--- config.mk ---
export PLATFORM = sky130hd
export DESIGN_NAME = banyan_acq_seq
export DESIGN_NICKNAME = d
export VERILOG_FILES = /design/src/rtl/banyan_acq_seq.sv
export SDC_FILE = /design/constraint.sdc
export NUM_CORES = 1
export LEC_CHECK = 0
export ABC_AREA = 1
export ABC_CLOCK_PERIOD_IN_PS = 2500
export CAP_MARGIN = 10
export CORE_ASPECT_RATIO = 1.1
export CORE_MARGIN = 4
export CORE_UTILIZATION = 45
export DETAILED_ROUTE_END_ITERATION = 16
export GPL_TIMING_DRIVEN = 0
export PLACE_DENSITY_LB_ADDON = 0.15
export SETUP_SLACK_MARGIN = 0.1
export SLEW_MARGIN = 20
export SYNTH_ARGS = -nofsm -noshare
export SYNTH_HDL_FRONTEND = slang
export SYNTH_SLANG_ARGS = --single-unit
--- constraint.sdc ---
create_clock -name clk -period 2.5 [get_ports clk]
set_clock_uncertainty 0.1 [all_clocks]
set_input_delay 0.25 -clock clk [delete_from_list [all_inputs] [get_ports clk]]
set_output_delay 0.25 -clock clk [all_outputs]
set_load 0.01 [all_outputs]
--- src/rtl/banyan_acq_seq.sv ---
// Acquisition sequencer for the banyan capture memory: arbitrates host/scanner
// ownership, waits for a (delayed) trigger, then runs the memory until rollover.
module banyan_acq_seq #(
   parameter int dw_delay = 16
) (
   input  logic                clk,
   input  logic                rst,
   input  logic                host_arm,
   input  logic [7:0]          host_mask,
   input  logic                host_cont,
   input  logic                scan_req,
   input  logic                scan_arm,
   input  logic [7:0]          scan_mask,
   input  logic                abort,
   input  logic                trig_sel,
   input  logic                sw_trig,
   input  logic                ext_trig,
   input  logic [dw_delay-1:0] trig_delay,
   input  logic                data_valid,
   input  logic                rollover,
   output logic                mem_reset,
   output logic                mem_run,
   output logic [7:0]          mem_mask,
   output logic                scan_grant,
   output logic [2:0]          state,
   output logic                done,
   output logic                arm_dropped,
   output logic [15:0]         cap_count
);

   typedef enum logic [2:0] {
      S_IDLE  = 3'd0,
      S_ARMED = 3'd1,
      S_DELAY = 3'd2,
      S_RUN   = 3'd3,
      S_DONE  = 3'd4
   } state_t;

   state_t              state_q, state_d;
   logic                owner_q;          // 1 = scanner owns the path
   logic [dw_delay-1:0] cnt_q, cnt_d;
   logic                mem_reset_q;
   logic [7:0]          mask_q;
   logic                drop_q;
   logic [15:0]         caps_q;

   logic own_arm, other_arm, trig, arm_ok, arm_drop, cap_inc;

   always_comb begin
      own_arm   = owner_q ? scan_arm : host_arm;
      other_arm = owner_q ? host_arm : scan_arm;
      trig      = trig_sel ? ext_trig : sw_trig;
      state_d   = state_q;
      cnt_d     = cnt_q;
      arm_ok    = 1'b0;
      cap_inc   = 1'b0;
      if (abort) begin
         state_d = S_IDLE;
      end else begin
         case (state_q)
            S_IDLE: begin
               if (own_arm) begin
                  state_d = S_ARMED;
                  arm_ok  = 1'b1;
               end
            end
            S_ARMED: begin
               if (trig) begin
                  if (trig_delay == '0) begin
                     state_d = S_RUN;
                  end else begin
                     state_d = S_DELAY;
                     cnt_d   = trig_delay;
                  end
               end
            end
            S_DELAY: begin
               cnt_d = cnt_q - 1'b1;
               if (cnt_q == dw_delay'(1)) state_d = S_RUN;
            end
            S_RUN: begin
               if (rollover) begin
                  state_d = S_DONE;
                  cap_inc = 1'b1;
               end
            end
            S_DONE: begin
               if (own_arm) begin
                  state_d = S_ARMED;
                  arm_ok  = 1'b1;
               end else if (!owner_q && host_cont) begin
                  state_d = S_ARMED;
               end
            end
            default: state_d = S_IDLE;
         endcase
      end
      // Any arm that did not start a capture is reported, including non-owner arms.
      arm_drop = other_arm | (own_arm & ~arm_ok);
   end

   always_ff @(posedge clk) begin
      if (rst) begin
         state_q     <= S_IDLE;
         owner_q     <= 1'b0;
         cnt_q       <= '0;
         mem_reset_q <= 1'b0;
         mask_q      <= 8'd0;
         drop_q      <= 1'b0;
         caps_q      <= 16'd0;
      end else begin
         state_q     <= state_d;
         cnt_q       <= cnt_d;
         mem_reset_q <= (state_d == S_RUN) && (state_q != S_RUN);
         if (state_q == S_IDLE || state_q == S_DONE) owner_q <= scan_req;
         if (state_q != S_RUN) mask_q <= owner_q ? scan_mask : host_mask;
         if (arm_drop)    drop_q <= 1'b1;
         else if (arm_ok) drop_q <= 1'b0;
         if (cap_inc) caps_q <= caps_q + 16'd1;
      end
   end

   // The mem_reset cycle doubles as the marker for the first RUN cycle.
   assign mem_reset   = mem_reset_q;
   assign mem_run     = (state_q == S_RUN) && !mem_reset_q && data_valid;
   assign mem_mask    = mask_q;
   assign scan_grant  = owner_q;
   assign state       = state_q;
   assign done        = (state_q == S_DONE);
   assign arm_dropped = drop_q;
   assign cap_count   = caps_q;

endmodule
Yosys cells after proc, flatten, opt, wreduce, memory -nomap -nowiden
Cells that the tools add are included.
- flip-flop bits (word level): 46
- latch bits: 0
- memory bits (writable): 0
- ROM bits: 0
- input port bits: 44
- output and inout bits: 32
- memories kept: 0
- add/subtract/negate cells: 2
- $mul: 0
- divide/modulo/power cells: 0
- magnitude comparators: 0
- equality and inequality tests: 9
- shift operators: 0
- multiplexer cells: 24
- bitwise logic cells: 4
- reductions and logical operators: 13
- operators by type and width (kind ; number):
    2-to-1 mux 16 bit ; 2
    one-hot mux 16 bit (2 select lines) ; 1
    2-to-1 mux 3 bit ; 7
    adder 16 x 1 -> 16 bit (second input constant) ; 1
    == test 16 x 1 -> 1 bit (second input constant) ; 1
    logical NOT 16 bit ; 1
    subtractor 16 x 1 -> 16 bit (second input constant) ; 1
    one-hot mux 3 bit (5 select lines) ; 1
    2-to-1 mux 1 bit ; 12
    == test 3 x 2 -> 1 bit (second input constant) ; 3
    2-to-1 mux 8 bit ; 1
    logical AND 1 bit ; 4
    inequality test 2 bit (second input constant) ; 2
    AND reduction 4 bit ; 1
    nonzero test 2 bit ; 2
    == test 3 x 1 -> 1 bit (second input constant) ; 1
    == test 3 bit (second input constant) ; 1
    logical NOT 3 bit ; 1
    inequality test 3 x 2 -> 1 bit (second input constant) ; 1
    logical NOT 1 bit ; 2
    NOT 1 bit ; 2
    OR reduction 2 bit ; 1
    bitwise AND 1 bit ; 1
    logical OR 1 bit ; 1
    OR 1 bit ; 1

Logic depth before layout (Yosys ltp)
- word-level depth: 8
- mapped depth: 12
- mapped depth without buffers: 12

Least setup slack after synthesis
No wires, ideal clock.
- path kind: register to register
- start: reg state_q[0] (netlist: state[0])
- end: reg cnt_q[4]
- library setup time: 0.130 ns
- data arrival time: 1.334 ns
- required time: 2.270 ns
- slack: 0.936 ns
- cell stages (with the launch flop): 8
- path buffers: 1
- cell sequence: dfxtp_1 -> nand2_1 -> or2_0 -> nand2_2 -> nor2_8 -> buf_6 -> o21ai_1 -> nor2_1
- word-level cells in the longest chain between the ends: 3
- ends and longest elaborated chain (item ; line ; text):
    start: declaration ; 39 ; state_t state_q, state_d;
    start signal: assignment ; 112 ; state_q <= state_d;
    == test 3 x 1 -> 1 bit or == test 3 x 2 -> 1 bit (tied branches) ; 60 ; case (state_q)
    inequality test 2 bit (no line) or nonzero test 2 bit (tied branches) ; - ;
    AND reduction 4 bit (no line) ; - ;
    end signal: assignment ; 113 ; cnt_q <= cnt_d;
    end: declaration ; 41 ; logic [dw_delay-1:0] cnt_q, cnt_d;
Parallel ways exist; a longest one is shown, timed or not.
A chain may end at the register's enable or synchronous reset.

Final worst setup path
- start: reg state_q[2] (netlist: state[2])
- end: out mem_run
- word-level cells in the longest chain between the ends: 3
- ends and longest elaborated chain (item ; line ; text):
    == test 3 x 2 -> 1 bit ; 125 ; assign mem_run = (state_q == S_RUN) && !mem_reset_q && data_valid;
    logical AND 1 bit (2 in series) ; 125 ;
    end: declaration ; 22 ; output logic mem_run,
Every way passes these cells.

==> impl_metrics.yaml <==
outcome:
  outcome: "finished, final reports clean"
final_layout:
  regArea_um2: 921
  antennaDiodeCount: 0
  multi_input_area_um2: 1680
  syn2layout_area_growth_pct: 33.6
  nFillCells: 579
  final_core_util_pct: 63.7
  nets: 582
  drive_above_1_share_pct: 6.16
  final_cell_mix: "nand2_1, clkdlybuf4s50_1, nor2_1"
  mostFrequentLayoutCell: "nand2_1"
yosys:
  syn_area_um2: 2820
  synth.distinct_cells: 37
  netlist.area_leader.share_pct: 32.7
  synth_fp_nets: 501
  ys_ff_latch: 46
  syn_avg_cell_area_um2: 6.21
  synth_area_leaders: "dfxtp_1, nand2_1, nor2_1"
  ys_warn_count: 0
  seq_area_frac_synth_pct: 32.7
  postSynthCellCount: 454
  yosysTopAreaCell: "dfxtp_1"
clock_network:
  cts_resized: 0
  postCtsHoldBufs: 0
  clockBufferDepth: 2
  clockRootBuffer: "clkbuf_8"
  clkTransAtPathRegs_ns: 0.09
  cts.sinks: 46
  post_cts_buffers: 0
  cts_max_level: 2
  clkLatencyLatePin_ns: 0.30
  cts_buffers: 5
  cts_tree: "done"
pwr:
  power_w: 0.00169
  leakage_nw: 1.53
  ir_drop_mv: 0.265
  power_density_nw_per_um2: 448
sta:
  tightest_slew_ns: 0.530
  final.period_utilization_pct: 87.0
  setup_violations: 0
  final_hold_viol_count: 0
  max_freq_ghz: 0.460
  drv_slew: 0
  tns_ns: 0
  period_minus_slack_ns: 2.18
  rsz0062_at_grt: "false"
  relSlewSlack_pct: 64.7
critical_path:
  cp_max_fo: 10
  crit_arrival_ns: 1.83
  path_class: "reg2out"
  crit_required_ns: 2.15
  endpoint_kind: "primary output"
  ff2ff_setup_slack_ns: 0.73
  rr_startpoint: "cnt_q[5]"
  start_kind: "register"
  crit_start: "state[2]"
die:
  start_util_pct: 47.7
  ios: 76
  dieArea_um2: 7600
  fp-row-count: 29
  fp.dieH_um: 91.0
  die_w_um: 83.5
  core_region_area_um2: 5910
worst_hold_path:
  worstHoldStart: "rst"
  hold_path_class: "in2reg"
grt:
  grt_pass1_vias: 3027
  gr-total-overflow: 0
  globalRouteTotalUtil_pct: 21.3
  grt_pass1_wl_um: 13600
  antenna_found_initial: 0
  grt_max_degree: 15
place:
  place_congestion: 0.929
  hpwl_um: 6000
  io_buffers: 74
routing:
  vias: 3203
  wl_um: 7820
  drtIter0Drc: 242
  wl_per_cell_um: 12.8
  dr.pass1.iters: 6
  antenna_left: 0
  post-route-drc-count: 0
  viasPerCell: 5.23
flow_run:
  max_cap_violations: 0
[state kept, by name, summed over array words and instances, names as in the netlist]
register	flops
state	3
cap_count	16
scan_grant	1
mem_reset	1
mem_mask	8
cnt_q	16
arm_dropped	1
[synthesized netlist by cell type]
library cell	instances
nand2_1	138
nor2_1	72
dfxtp_1	46
inv_1	36
nand3_1	29
a21oi_1	26
o21ai_0	26
a31oi_1	9
clkbuf_1	8
nand4_1	8
nor3_1	8
or2_2	5
inv_2	4
ha_1	3
nand3_2	3
o21ai_1	3
xor2_1	3
a21oi_2	2
buf_2	2
buf_6	2
nor2_4	2
nor4_1	2
o211ai_1	2
o21bai_1	2
a21oi_4	1
and3_1	1
clkinv_1	1
nand2_2	1
nand2_4	1
nand3_4	1
nand3b_1	1
nor2_2	1
nor2_8	1
nor3b_1	1
o22ai_1	1
or2_0	1
xnor2_1	1
[critical path: stages (launching register included)]
cell and delay [ns]:
dfxtp_1 0.34, inv_1 0.15, nand3_2 0.21, inv_2 0.15
nand2_1 0.06, nor2_1 0.08, clkdlybuf4s50_1 0.54
[per-layer routing]
metal,global-route usage [%],wire length (um)
met1,27.0,3450
met5,0,0
met4,5.23,87
met2,36.2,3640
met3,5.34,639
[worst paths after layout]
| check | cells past startpoint | to |
|---|---|---|
| worst min-delay path | 2 | cap_count[14] |
| worst min register to register | 2 | cap_count[12] |
| worst max-delay path | 6 | mem_run |
| worst max register to register | 8 | cnt_q[11] |
[final cells by class]
| cell class | count | share of cell area [%] |
|---|---|---|
| clock buffer | 6 | 1.93 |
| inverter | 41 | 4.09 |
| timing repair buffer | 74 | 19.7 |
| buffer | 12 | 1.66 |
| sequential | 46 | 24.4 |
| tap | 77 | 2.56 |
| clock inverter | 2 | 0.996 |
| multi-input combinational | 355 | 44.7 |
[report_power, final]
| group | internal [W] | switching (W) | total, W | leakage [nW] |
|---|---|---|---|---|
| Sequential | 0.000757 | 0.0000207 | 0.000778 | 0.374 |
| Combinational | 0.000163 | 0.000186 | 0.000350 | 1.10 |
| Clock | 0.000299 | 0.000263 | 0.000562 | 0.0514 |
| Total | 0.00122 | 0.000470 | 0.00169 | 1.53 |
[metrics by stage]
step | cell area, um2 | hold slack (ns) | instances | worst slack, ns
6_report | 3770 | 0.217 | 613 | 0.324
5_1_grt | 3770 | 0.239 | 613 | 0.133
4_1_cts | 3770 | 0.224 | 613 | 0.324
3_5_place_dp | 3660 | 0.384 | 605 | 0.410
3_3_place_gp | 3660 | 0.381 | 605 | 0.449
2_1_floorplan | 2820 | 0.297 | 454 | 0.936
[logic make-up (layout without fill, tap and decap cells)]
group | count (synthesis) | in the layout | share of synthesized area [%]
buffers and inverters | 53 | 135 | 7.67
adders and majority gates | 3 | 3 | 1.33
xor gates and xnor gates | 4 | 4 | 1.24
AOI/OAI and AO/OA | 72 | 72 | 14.2
DFF | 46 | 46 | 32.7
and+or+nand+nor | 276 | 276 | 42.9
Note: power is estimated with default switching activity, not from simulation.
